`config.mk`:
```
export PLATFORM = sky130hd
export DESIGN_NAME = snoop_bus_arbiter_flat
export DESIGN_NICKNAME = d
export VERILOG_FILES = /design/src/rtl/snoop_bus_arbiter_if.sv /design/src/rtl/snoop_bus_arbiter.sv /design/src/flat_wrapper.sv
export SDC_FILE = /design/constraint.sdc
export NUM_CORES = 1
export LEC_CHECK = 0
export ABC_AREA = 1
export CORE_MARGIN = 10
export CORE_UTILIZATION = 21
export DETAILED_ROUTE_END_ITERATION = 6
export PLACE_DENSITY = 0.84
export SETUP_SLACK_MARGIN = 0.4
export SLEW_MARGIN = 20
export SYNTH_ARGS = -nofsm -noshare
export SYNTH_HDL_FRONTEND = slang
export SYNTH_SLANG_ARGS = --single-unit
```
`constraint.sdc`:
```
create_clock -name clk -period 1.3 [get_ports clk]
set_input_delay 0.195 -clock clk [delete_from_list [all_inputs] [get_ports clk]]
set_output_delay 0.195 -clock clk [all_outputs]
set_load 0.03 [all_outputs]
```
`src/rtl/snoop_bus_arbiter_if.sv`:
```
// Snoop-bus bundle between the core cluster and the shared-bus arbiter.
// Latency: none; this is wiring only.
// Backpressure: none; request/grant is the only flow control.
// Ports (master = arbiter side, slave = core cluster side):
//   req_core, stall_from_core, bus_op_from_core, bus_addr_from_core,
//   bus_data_from_core, cache_hit_from_core          cores -> arbiter
//   grant, bus_op_to_core, bus_addr_to_core, bus_data_to_core,
//   cache_hit_to_core, owner_id, bus_busy, preempt_evt arbiter -> cores
interface snoop_bus_arbiter_if #(
    parameter int NUM_CORES = 2,
    parameter int ADDR_W    = 32,
    parameter int DATA_W    = 32
);
    localparam int OWNER_W = (NUM_CORES > 1) ? $clog2(NUM_CORES) : 1;

    logic [NUM_CORES-1:0]        req_core;
    logic [NUM_CORES-1:0]        stall_from_core;
    logic [2*NUM_CORES-1:0]      bus_op_from_core;
    logic [ADDR_W*NUM_CORES-1:0] bus_addr_from_core;
    logic [DATA_W*NUM_CORES-1:0] bus_data_from_core;
    logic [NUM_CORES-1:0]        cache_hit_from_core;

    logic [NUM_CORES-1:0]        grant;
    logic [2*NUM_CORES-1:0]      bus_op_to_core;
    logic [ADDR_W-1:0]           bus_addr_to_core;
    logic [DATA_W-1:0]           bus_data_to_core;
    logic [NUM_CORES-1:0]        cache_hit_to_core;
    logic [OWNER_W-1:0]          owner_id;
    logic                        bus_busy;
    logic                        preempt_evt;

    modport master (
        input  req_core, stall_from_core, bus_op_from_core, bus_addr_from_core,
               bus_data_from_core, cache_hit_from_core,
        output grant, bus_op_to_core, bus_addr_to_core, bus_data_to_core,
               cache_hit_to_core, owner_id, bus_busy, preempt_evt
    );

    modport slave (
        output req_core, stall_from_core, bus_op_from_core, bus_addr_from_core,
               bus_data_from_core, cache_hit_from_core,
        input  grant, bus_op_to_core, bus_addr_to_core, bus_data_to_core,
               cache_hit_to_core, owner_id, bus_busy, preempt_evt
    );
endinterface

```
`src/rtl/snoop_bus_arbiter.sv`:
```
// Round-robin owner arbiter and MSI snoop broadcaster for NUM_CORES cached cores.
// Latency: request to grant 1 cycle; 2 dead cycles (GAP + IDLE) between tenures.
// Backpressure: an owner keeps the bus while requesting; a tenure longer than MAX_HOLD
// is force-ended, but only when the owner is not stalled mid-transaction.
// Ports: clk, reset (synchronous, active low), bus (snoop_bus_arbiter_if.master).
module snoop_bus_arbiter #(
    parameter int NUM_CORES = 2,
    parameter int ADDR_W    = 32,
    parameter int DATA_W    = 32,
    parameter int MAX_HOLD  = 64,
    parameter int OWNER_W   = (NUM_CORES > 1) ? $clog2(NUM_CORES) : 1
) (
    input  logic                clk,
    input  logic                reset,
    snoop_bus_arbiter_if.master bus
);
    localparam int HOLD_W = (MAX_HOLD > 0) ? $clog2(MAX_HOLD + 1) : 1;
    localparam logic [HOLD_W-1:0]  HOLD_SAT  = HOLD_W'(MAX_HOLD);
    localparam logic [HOLD_W-1:0]  HOLD_LAST = (MAX_HOLD > 0) ? HOLD_W'(MAX_HOLD - 1) : '0;
    localparam logic [OWNER_W-1:0] LAST_CORE = OWNER_W'(NUM_CORES - 1);

    typedef enum logic [1:0] {
        IDLE = 2'd0,
        OWN  = 2'd1,
        GAP  = 2'd2
    } state_t;

    state_t              state_q, state_d;
    logic [OWNER_W-1:0]  owner_q, owner_d;
    logic [OWNER_W-1:0]  rr_q, rr_d;
    logic [HOLD_W-1:0]   hold_q, hold_d;
    logic                pe_q, pe_d;

    logic [NUM_CORES-1:0] owner_oh;
    logic [1:0]           own_op;
    logic [ADDR_W-1:0]    own_addr;
    logic [DATA_W-1:0]    own_data;
    logic                 owner_req;
    logic                 owner_stall;
    logic                 hit_others;
    logic                 preempt_due;
    logic [OWNER_W-1:0]   rr_next;
    logic                 pick_vld;
    logic [OWNER_W-1:0]   pick_idx;

    // Decode the registered owner and mux its bus slices.
    always_comb begin
        owner_oh = '0;
        own_op   = 2'b11;
        own_addr = '0;
        own_data = '0;
        for (int i = 0; i < NUM_CORES; i++) begin
            if (owner_q == OWNER_W'(i)) begin
                owner_oh[i] = 1'b1;
                own_op      = bus.bus_op_from_core[2*i +: 2];
                own_addr    = bus.bus_addr_from_core[ADDR_W*i +: ADDR_W];
                own_data    = bus.bus_data_from_core[DATA_W*i +: DATA_W];
            end
        end
    end

    assign owner_req   = |(bus.req_core & owner_oh);
    assign owner_stall = |(bus.stall_from_core & owner_oh);
    assign hit_others  = |(bus.cache_hit_from_core & ~owner_oh);
    // Explicit wrap: NUM_CORES need not be a power of two.
    assign rr_next     = (owner_q == LAST_CORE) ? '0 : owner_q + OWNER_W'(1);
    // hold_q saturates at MAX_HOLD, so >= keeps a deferred preemption armed.
    assign preempt_due = (MAX_HOLD != 0) && (hold_q >= HOLD_LAST) && !owner_stall;

    // Round-robin pick: first requester at or above rr_q, else first below it.
    always_comb begin
        pick_vld = 1'b0;
        pick_idx = '0;
        for (int i = 0; i < NUM_CORES; i++) begin
            if (!pick_vld && bus.req_core[i] && (OWNER_W'(i) >= rr_q)) begin
                pick_vld = 1'b1;
                pick_idx = OWNER_W'(i);
            end
        end
        for (int i = 0; i < NUM_CORES; i++) begin
            if (!pick_vld && bus.req_core[i] && (OWNER_W'(i) < rr_q)) begin
                pick_vld = 1'b1;
                pick_idx = OWNER_W'(i);
            end
        end
    end

    always_comb begin
        state_d = state_q;
        owner_d = owner_q;
        rr_d    = rr_q;
        hold_d  = hold_q;
        pe_d    = 1'b0;
        case (state_q)
            IDLE: begin
                if (pick_vld) begin
                    owner_d = pick_idx;
                    state_d = OWN;
                end
            end
            OWN: begin
                if (hold_q != HOLD_SAT) begin
                    hold_d = hold_q + HOLD_W'(1);
                end
                // Release wins over a coincident preemption: no pulse then.
                if (!owner_req) begin
                    state_d = GAP;
                    rr_d    = rr_next;
                end else if (preempt_due) begin
                    state_d = GAP;
                    rr_d    = rr_next;
                    pe_d    = 1'b1;
                end
            end
            GAP: begin
                hold_d  = '0;
                state_d = IDLE;
            end
            default: begin
                state_d = IDLE;
            end
        endcase
    end

    always_ff @(posedge clk) begin
        if (!reset) begin
            state_q <= IDLE;
            owner_q <= '0;
            rr_q    <= '0;
            hold_q  <= '0;
            pe_q    <= 1'b0;
        end else begin
            state_q <= state_d;
            owner_q <= owner_d;
            rr_q    <= rr_d;
            hold_q  <= hold_d;
            pe_q    <= pe_d;
        end
    end

    // Broadcast outputs are driven only during a tenure; otherwise the bus is quiet.
    always_comb begin
        bus.grant             = '0;
        bus.bus_op_to_core    = '1;
        bus.bus_addr_to_core  = '0;
        bus.bus_data_to_core  = '0;
        bus.cache_hit_to_core = '0;
        if (state_q == OWN) begin
            bus.grant            = owner_oh;
            bus.bus_addr_to_core = own_addr;
            bus.bus_data_to_core = own_data;
            if (hit_others) begin
                bus.cache_hit_to_core = owner_oh;
            end
            for (int i = 0; i < NUM_CORES; i++) begin
                if (!owner_oh[i]) begin
                    bus.bus_op_to_core[2*i +: 2] = own_op;
                end
            end
        end
    end

    assign bus.owner_id    = owner_q;
    assign bus.bus_busy    = (state_q == OWN);
    assign bus.preempt_evt = pe_q;
endmodule

```
`src/flat_wrapper.sv`:
```
// flat-port wrapper written by rule: the top's interface ports become plain ports
module snoop_bus_arbiter_flat 
#(
    parameter int NUM_CORES = 2,
    parameter int ADDR_W    = 32,
    parameter int DATA_W    = 32,
    parameter int MAX_HOLD  = 64,
    parameter int OWNER_W   = (NUM_CORES > 1) ? $clog2(NUM_CORES) : 1
)
  (clk, reset, bus_req_core, bus_stall_from_core, bus_bus_op_from_core, bus_bus_addr_from_core, bus_bus_data_from_core, bus_cache_hit_from_core, bus_grant, bus_bus_op_to_core, bus_bus_addr_to_core, bus_bus_data_to_core, bus_cache_hit_to_core, bus_owner_id, bus_bus_busy, bus_preempt_evt);
  snoop_bus_arbiter_if #(.NUM_CORES(NUM_CORES), .ADDR_W(ADDR_W), .DATA_W(DATA_W)) bus_i ();
  input  logic clk;
  input  logic reset;
  input wire logic [$bits(bus_i.req_core)-1:0] bus_req_core;
  input wire logic [$bits(bus_i.stall_from_core)-1:0] bus_stall_from_core;
  input wire logic [$bits(bus_i.bus_op_from_core)-1:0] bus_bus_op_from_core;
  input wire logic [$bits(bus_i.bus_addr_from_core)-1:0] bus_bus_addr_from_core;
  input wire logic [$bits(bus_i.bus_data_from_core)-1:0] bus_bus_data_from_core;
  input wire logic [$bits(bus_i.cache_hit_from_core)-1:0] bus_cache_hit_from_core;
  output wire logic [$bits(bus_i.grant)-1:0] bus_grant;
  output wire logic [$bits(bus_i.bus_op_to_core)-1:0] bus_bus_op_to_core;
  output wire logic [$bits(bus_i.bus_addr_to_core)-1:0] bus_bus_addr_to_core;
  output wire logic [$bits(bus_i.bus_data_to_core)-1:0] bus_bus_data_to_core;
  output wire logic [$bits(bus_i.cache_hit_to_core)-1:0] bus_cache_hit_to_core;
  output wire logic [$bits(bus_i.owner_id)-1:0] bus_owner_id;
  output wire logic [$bits(bus_i.bus_busy)-1:0] bus_bus_busy;
  output wire logic [$bits(bus_i.preempt_evt)-1:0] bus_preempt_evt;
  assign bus_i.req_core = bus_req_core;
  assign bus_i.stall_from_core = bus_stall_from_core;
  assign bus_i.bus_op_from_core = bus_bus_op_from_core;
  assign bus_i.bus_addr_from_core = bus_bus_addr_from_core;
  assign bus_i.bus_data_from_core = bus_bus_data_from_core;
  assign bus_i.cache_hit_from_core = bus_cache_hit_from_core;
  assign bus_grant = bus_i.grant;
  assign bus_bus_op_to_core = bus_i.bus_op_to_core;
  assign bus_bus_addr_to_core = bus_i.bus_addr_to_core;
  assign bus_bus_data_to_core = bus_i.bus_data_to_core;
  assign bus_cache_hit_to_core = bus_i.cache_hit_to_core;
  assign bus_owner_id = bus_i.owner_id;
  assign bus_bus_busy = bus_i.bus_busy;
  assign bus_preempt_evt = bus_i.preempt_evt;
  snoop_bus_arbiter #(.NUM_CORES(NUM_CORES), .ADDR_W(ADDR_W), .DATA_W(DATA_W), .MAX_HOLD(MAX_HOLD), .OWNER_W(OWNER_W)) u_core (.clk(clk), .reset(reset), .bus(bus_i));
endmodule
```
==> impl_metrics.json, run 1 <==
{
  "finalPower_mw": 3.87,
  "drtPass1Iterations": 4,
  "synth-adder-area-share_pct": 1.78,
  "pwr-share-seq_pct": 10.9,
  "slowest_delay_ps": 340,
  "synth.area.top_cells": "a22o_1 40%, dfxtp_1 17%, buf_6 8.0%, nand2_1 6.9%, nor2_1 3.7%",
  "clk_pin_slew_worst_paths_ps": 60,
  "htreeDepth": 1,
  "grtUsageTotal_pct": 23.9,
  "hold_slack_ps": 504,
  "status": "finished with violations",
  "power_leakage_nw": 2.37,
  "antenna_found_initial": 1,
  "wl_met3_um": 1350,
  "fin_skew_ps": 4.32,
  "vias_per_cell": 5.24,
  "core_sq_um": 6420,
  "clockBufferDepth": 2,
  "cts_buffers": 3,
  "syn_avg_cell_area_sq_um": 7.65,
  "drcViolationCount": 0,
  "num_antenna_cells": 0,
  "fp.dieH_um": 102,
  "yosysSeqAreaShare_pct": 17.1,
  "dp_hpwl_um": 9810,
  "max_cap_violations": 0,
  "clock-sinks": 12,
  "clkPwrFrac_pct": 10.9,
  "synth_most_common_cell": "a22o_1",
  "rows": 29,
  "top_layer": "met5",
  "drive_gt1_share_pct": 59.7,
  "power_frac_comb_pct": 78.2,
  "pin_count": 215,
  "period_share_pct": 146,
  "p_switching_mw": 1.56,
  "synthSimpleGateAreaFrac_pct": 20.1,
  "syn-num-nets": 326,
  "portBuffers": 214,
  "ys.flop_type": "dfxtp_1",
  "synthXorXnorAreaFrac_pct": 0.622,
  "grt_pass1_vias": 2779,
  "p_int_mw": 2.31,
  "ys_async_sr_fraction_pct": 0,
  "synth_top_area_share_pct": 39.8,
  "whs_path_depth": 2,
  "ir_worst_vdd_mv": 0.781,
  "slowest_stage": "dfxtp_2",
  "grt_max_degree": 21,
  "ys_ff_latch": 12,
  "yosys.area.top_type": "a22o_1",
  "hold_viol": 0,
  "reg2reg_depth": 9,
  "worstPathRequired_ps": 1110,
  "ys_top_cells_by_count": "64 x a22o_1, 26 x nand2_1, 14 x nor2_1, 12 x dfxtp_1",
  "grt_overflow": 0,
  "path_class": "flip-flop to primary output",
  "end_kind": "primary output",
  "cp_cell_sequence": "inv_2 -> nor2_4 -> inv_6 -> buf_6 -> nor2_8 -> buf_12 -> inv_4 -> or2_4 -> buf_6",
  "met1_length_um": 4720,
  "synth_cell_types": 21,
  "layout_min_cycle_time_ps": 1900,
  "rsz0062_at_grt": "true",
  "synth_warnings": 0,
  "worstPathMaxFanout": 6,
  "min_path_type": "flip-flop to flip-flop",
  "violations": "setup timing",
  "synth_mux_area_share_pct": 0.711,
  "critical-path-top-delay-family": "buffers and inverters",
  "start_kind": "flip-flop",
  "worst_pin_slew_ps": 329,
  "fin_nets": 585,
  "wl_met2_um": 7970,
  "initial_utilization_pct": 21.9,
  "synthesis.area_sq_um": 1410,
  "ant_nets": 0,
  "synth_compound_area_share_pct": 45.3,
  "synth_top_family_by_area": "compound AO/OA/AOI/OAI gates",
  "crit_buf_inv": 6,
  "clkLatencyLatePin_ps": 250,
  "setup_slack_ps": -596,
  "drtIter0Drc": 79,
  "timing.fmax_mhz": 528,
  "slew_headroom_pct": 78.0,
  "p_per_area_nw_per_um2": 747,
  "drt_wl_total_um": 14600,
  "setup_viol": 73,
  "fill_cells": 332,
  "root_buffer": "clkbuf_8",
  "die_width_um": 102,
  "syn-instance-count": 184,
  "slew_violations": 0,
  "crit_path_frequent_cell": "buf_6",
  "synth_edf_count": 0,
  "area_growth_pct": 268,
  "grt_pass1_wl_um": 18600,
  "dr_total_vias": 2717,
  "crit_cells": 9,
  "swShare_pct": 40.3,
  "cts_tree": "done",
  "critical_path_arrival_ps": 1700,
  "die_area_sq_um": 10400,
  "post_drt_wl_per_cell_um": 28.1,
  "gp_congestion": 0.829
}
cell usage in the layout (no fill, tap or decap), drive strengths merged:
| cell type | Yosys | routed |
|---|---|---|
| dfxtp | 12 | 12 |
| clkdlybuf4s50 | 0 | 139 |
| nand3 | 9 | 9 |
| o211ai | 1 | 1 |
| nand2 | 26 | 26 |
| clkbuf | 0 | 8 |
| inv | 16 | 16 |
| nor2 | 17 | 17 |
| nand4 | 1 | 1 |
| a21oi | 8 | 8 |
| a22o | 64 | 64 |
| mux2i | 1 | 1 |
| nor3 | 1 | 1 |
| ha | 2 | 2 |
| or2 | 4 | 4 |
| xor2 | 1 | 1 |
| buf | 15 | 126 |
| o21ai | 6 | 6 |
worst min-delay path, stage by stage, from the launching register on:
cell     delay (ps)
dfxtp_2         350
inv_1            60
a21oi_1          50
worst paths after layout:
check / from / slack [ps] / to
setup / recovery: u_core.state_q[0] / -600 / bus_bus_op_to_core[1]
hold / removal: u_core.hold_q[2] / 500 / u_core.hold_q[2]
setup reg to reg: u_core.state_q[0] / 10 / u_core.hold_q[2]
hold reg to reg: u_core.hold_q[2] / 500 / u_core.hold_q[2]
power by group through the flow:
stage	sequential [mW]	combinational, mW	clock (mW)
2_1_floorplan	0.420	1.34	0
3_3_place_gp	0.421	2.35	0
3_5_place_dp	0.421	2.38	0
4_1_cts	0.419	2.75	0.414
5_1_grt	0.422	3.11	0.441
6_report	0.421	3.02	0.421
routing by layer:
metal  vias up  track usage (%)
li1       1209                -
met1      1332             22.7
met2       137             46.4
met3        37             8.23
met4         2             8.35
met5         -                0
logic make-up after synthesis:
logic type / Yosys count
XOR/XNOR: 1
adder cells (fa/ha/maj): 2
multiplexers: 1
buffers and inverters: 31
AO/OA/AOI/OAI: 79
AND/OR/NAND/NOR: 58
flip-flops: 12
per-stage QoR:
stage | setup slack [ps] | cells | utilization (%) | TNS (ps) | cell area (sq um)
after floorplan | -210 | 184 | - | -12590 | 1980
after global placement | -389 | 484 | 64.8 | -19380 | 4160
after detailed placement | -395 | 484 | 64.8 | -20380 | 4160
after CTS | -561 | 503 | 74.2 | -34600 | 4770
after global routing | -655 | 519 | 80.6 | -42140 | 5180
final | -596 | 519 | 80.6 | -37530 | 5180
flip-flops by register name, indices dropped and copies added, names as in the netlist:
| name | flops |
|---|---|
| u_core.bus.owner_id | 1 |
| u_core.bus.preempt_evt | 1 |
| u_core.hold_q | 7 |
| u_core.rr_q | 1 |
| u_core.state_q | 2 |
repair_timing:
action                     4_1_cts  5_1_grt
hold buffers                     0        0
setup buffers                   12       12
resized for setup              122       50
pin swaps                       26       15
setup endpoints to repair       87       87
cloned                           3        4
layout make-up:
class	instances	area, sq um	share of cell area, %
Timing Repair Buffer	269	2950	56.9
Clock buffer	4	55.1	1.06
Multi-Input combinational cell	141	1730	33.5
Tap cell	77	96.3	1.86
Inverter	16	82.6	1.60
Sequential cell	12	263	5.08
Note: power is estimated with default switching activity, not from simulation.
==> run 2: changes to the inputs <==
- SLEW_MARGIN: 20 -> unset
==> results of run 2 <==
Final layout, timing and power as in run 1 (identical DEF).
==> run 3: changes to the inputs <==
- CTS_BUF_LIST: unset -> sky130_fd_sc_hd__clkbuf_16
- SLEW_MARGIN: unset -> 5
==> run 3 against run 2 <==
  * The run still ends with setup timing left
  * Via count is 3.2% lower
  * Core utilization is 1.9 points lower
  * Die area stayed put
  * Critical path type unchanged
  * Highest routed layer is now met4
==> impl_metrics.json, run 3 (same netlist as run 1, synthesis figures left out) <==
{
  "gp_congestion": 0.829,
  "hold_start": "u_core.hold_q[2]",
  "layout_min_cycle_time_ps": 1860,
  "hold_viol": 0,
  "register_area_sq_um": 265,
  "p_int_mw": 2.41,
  "mostFrequentLayoutCells": "139 x clkdlybuf4s50_1, 57 x a22o_4, 50 x buf_6",
  "largest_reg_flops": 7,
  "crit_path_frequent_cell": "buf_6",
  "pre_cts_ws_ps": -395,
  "r2r-start": "u_core.state_q[0]",
  "cp_cell_sequence": "inv_2 -> nor2_4 -> inv_6 -> buf_6 -> nor2_8 -> buf_12 -> inv_4 -> or2_4 -> buf_6",
  "worstPathMaxFanout": 6,
  "layout_commonest_cell": "clkdlybuf4s50_1",
  "clockBufferDepth": 2,
  "critical_path_arrival_ps": 1660,
  "grt_max_degree": 21,
  "die_width_um": 102,
  "wl_met3_um": 1340,
  "met1_length_um": 4520,
  "area_growth_pct": 259,
  "post-route-util_pct": 78.7,
  "reg2reg_slack_ps": 10,
  "rsz0062_at_grt": "true",
  "grt_overflow": 0,
  "p_per_area_nw_per_um2": 780,
  "fp.dieH_um": 102,
  "drt_wl_total_um": 14100,
  "core_sq_um": 6420,
  "end_kind": "primary output",
  "reg2reg_depth": 10,
  "clock-sinks": 12,
  "fill_cells": 354,
  "multi_input_area_sq_um": 1670,
  "die_area_sq_um": 10400,
  "setup_slack_ps": -558,
  "slowest_stage": "dfxtp_2",
  "drtPass1Iterations": 4,
  "timing.fmax_mhz": 538,
  "slowest_delay_ps": 330,
  "clkPwrFrac_pct": 14.3,
  "grtUsageTotal_pct": 23.3,
  "power_leakage_nw": 2.27,
  "start_kind": "flip-flop",
  "drive_gt1_share_pct": 57.6,
  "drtIter0Drc": 76,
  "period_share_pct": 143,
  "worstPathRequired_ps": 1110,
  "ir_worst_vdd_mv": 0.676,
  "ant_nets": 0,
  "slew_headroom_pct": 79.4,
  "timing.rr.end": "u_core.hold_q[3]",
  "power_frac_comb_pct": 75.0,
  "portBuffers": 214,
  "worst_pin_slew_ps": 308,
  "fin_nets": 575,
  "max_cap_violations": 0,
  "pin_count": 215,
  "whs_path_depth": 2,
  "min_path_type": "flip-flop to flip-flop",
  "htreeDepth": 1,
  "rows": 29,
  "setup_viol": 73,
  "grt_pass1_vias": 2717,
  "post_drt_wl_per_cell_um": 27.6,
  "top_regs": "u_core.hold_q (7), u_core.state_q (2)",
  "clk_pin_slew_worst_paths_ps": 50,
  "p_switching_mw": 1.53,
  "initial_utilization_pct": 21.9,
  "regMostFlops": "u_core.hold_q",
  "critical-path-top-delay-family": "buffers and inverters",
  "cts_buffers": 3,
  "dp_hpwl_um": 9810,
  "holdPathEnd": "u_core.hold_q[2]",
  "grt_pass1_wl_um": 18100,
  "top_layer": "met4",
  "dr_total_vias": 2629,
  "pwr-share-seq_pct": 10.6,
  "drcViolationCount": 0,
  "antenna_found_initial": 0,
  "slew_violations": 0,
  "fin_skew_ps": 4.35,
  "status": "finished with violations",
  "crit_buf_inv": 6,
  "root_buffer": "clkbuf_16",
  "wl_met2_um": 7690,
  "cts_tree": "done",
  "clkLatencyLatePin_ps": 240,
  "violations": "setup timing",
  "vias_per_cell": 5.15,
  "swShare_pct": 38.8,
  "path_class": "flip-flop to primary output"
}
-- run 3: cell count changes in the layout (fill, tap and decap cells not counted), sizes merged --
cell	before	now
buf	126	116
clkbuf	8	7
clkinv	0	1
diode	0	1
-- run 3: layer usage --
| layer | vias up | GRT usage [%] |
|---|---|---|
| met4 | 0 | 9.00 |
| met3 | 38 | 8.70 |
| met5 | - | 0 |
| met2 | 131 | 45.0 |
| met1 | 1268 | 21.8 |
| li1 | 1192 | - |
-- run 3: final cells by class --
class,instances,area share [%]
antenna,1,0.0495
clock buffer,3,1.49
clock inverter,1,0.0743
inverter,16,1.63
multi-input combinational,141,33.0
sequential,12,5.25
tap,77,1.91
timing repair buffer,259,56.6
-- run 3: through the flow --
stage | instances | instance area [sq um] | total power, mW | hold WS [ps] | setup TNS, ps
4_1_cts | 497 | 4740 | 3.72 | 493 | -34110
3_5_place_dp | 484 | 4160 | 2.80 | 487 | -20380
3_3_place_gp | 484 | 4160 | 2.77 | 487 | -19380
5_1_grt | 509 | 5050 | 4.06 | 509 | -39110
2_1_floorplan | 184 | 1980 | 1.76 | 323 | -12590
6_report | 510 | 5050 | 3.94 | 499 | -34850
-- run 3: power groups by stage --
stage          sequential [mW]  clock, mW  combinational [mW]
3_3_place_gp             0.421          0                2.35
6_report                 0.420      0.564                2.96
4_1_cts                  0.419      0.566                2.73
5_1_grt                  0.422      0.587                3.06
3_5_place_dp             0.421          0                2.38
2_1_floorplan            0.420          0                1.34
-- run 3: worst max-delay path by stage --
stage                                  from                  endpoint  slack, ps  cells after the start
after floorplan           u_core.state_q[0]  bus_bus_addr_to_core[13]       -210                      7
after global placement    u_core.state_q[0]     bus_bus_op_to_core[3]       -390                      7
after detailed placement  u_core.state_q[0]     bus_bus_op_to_core[2]       -400                      7
after global routing      u_core.state_q[0]     bus_bus_op_to_core[1]       -610                      9
after CTS                 u_core.state_q[0]     bus_bus_op_to_core[1]       -550                      9
final                     u_core.state_q[0]     bus_bus_op_to_core[1]       -560                      9
-- run 3: worst min-delay path: cells and delay by family, from the launching register on --
| family | cells | cell delay (ps) |
|---|---|---|
| AOI/OAI and AO/OA | 1 | 50 |
| buffers and inverters | 1 | 50 |
| DFF | 1 | 360 |
-- run 3: what timing repair did --
item	in CTS	in global routing
setup endpoints to repair	87	87
gates cloned	3	4
pin swaps	24	13
hold buffers	0	0
gates resized for setup	118	40
setup buffers	6	8
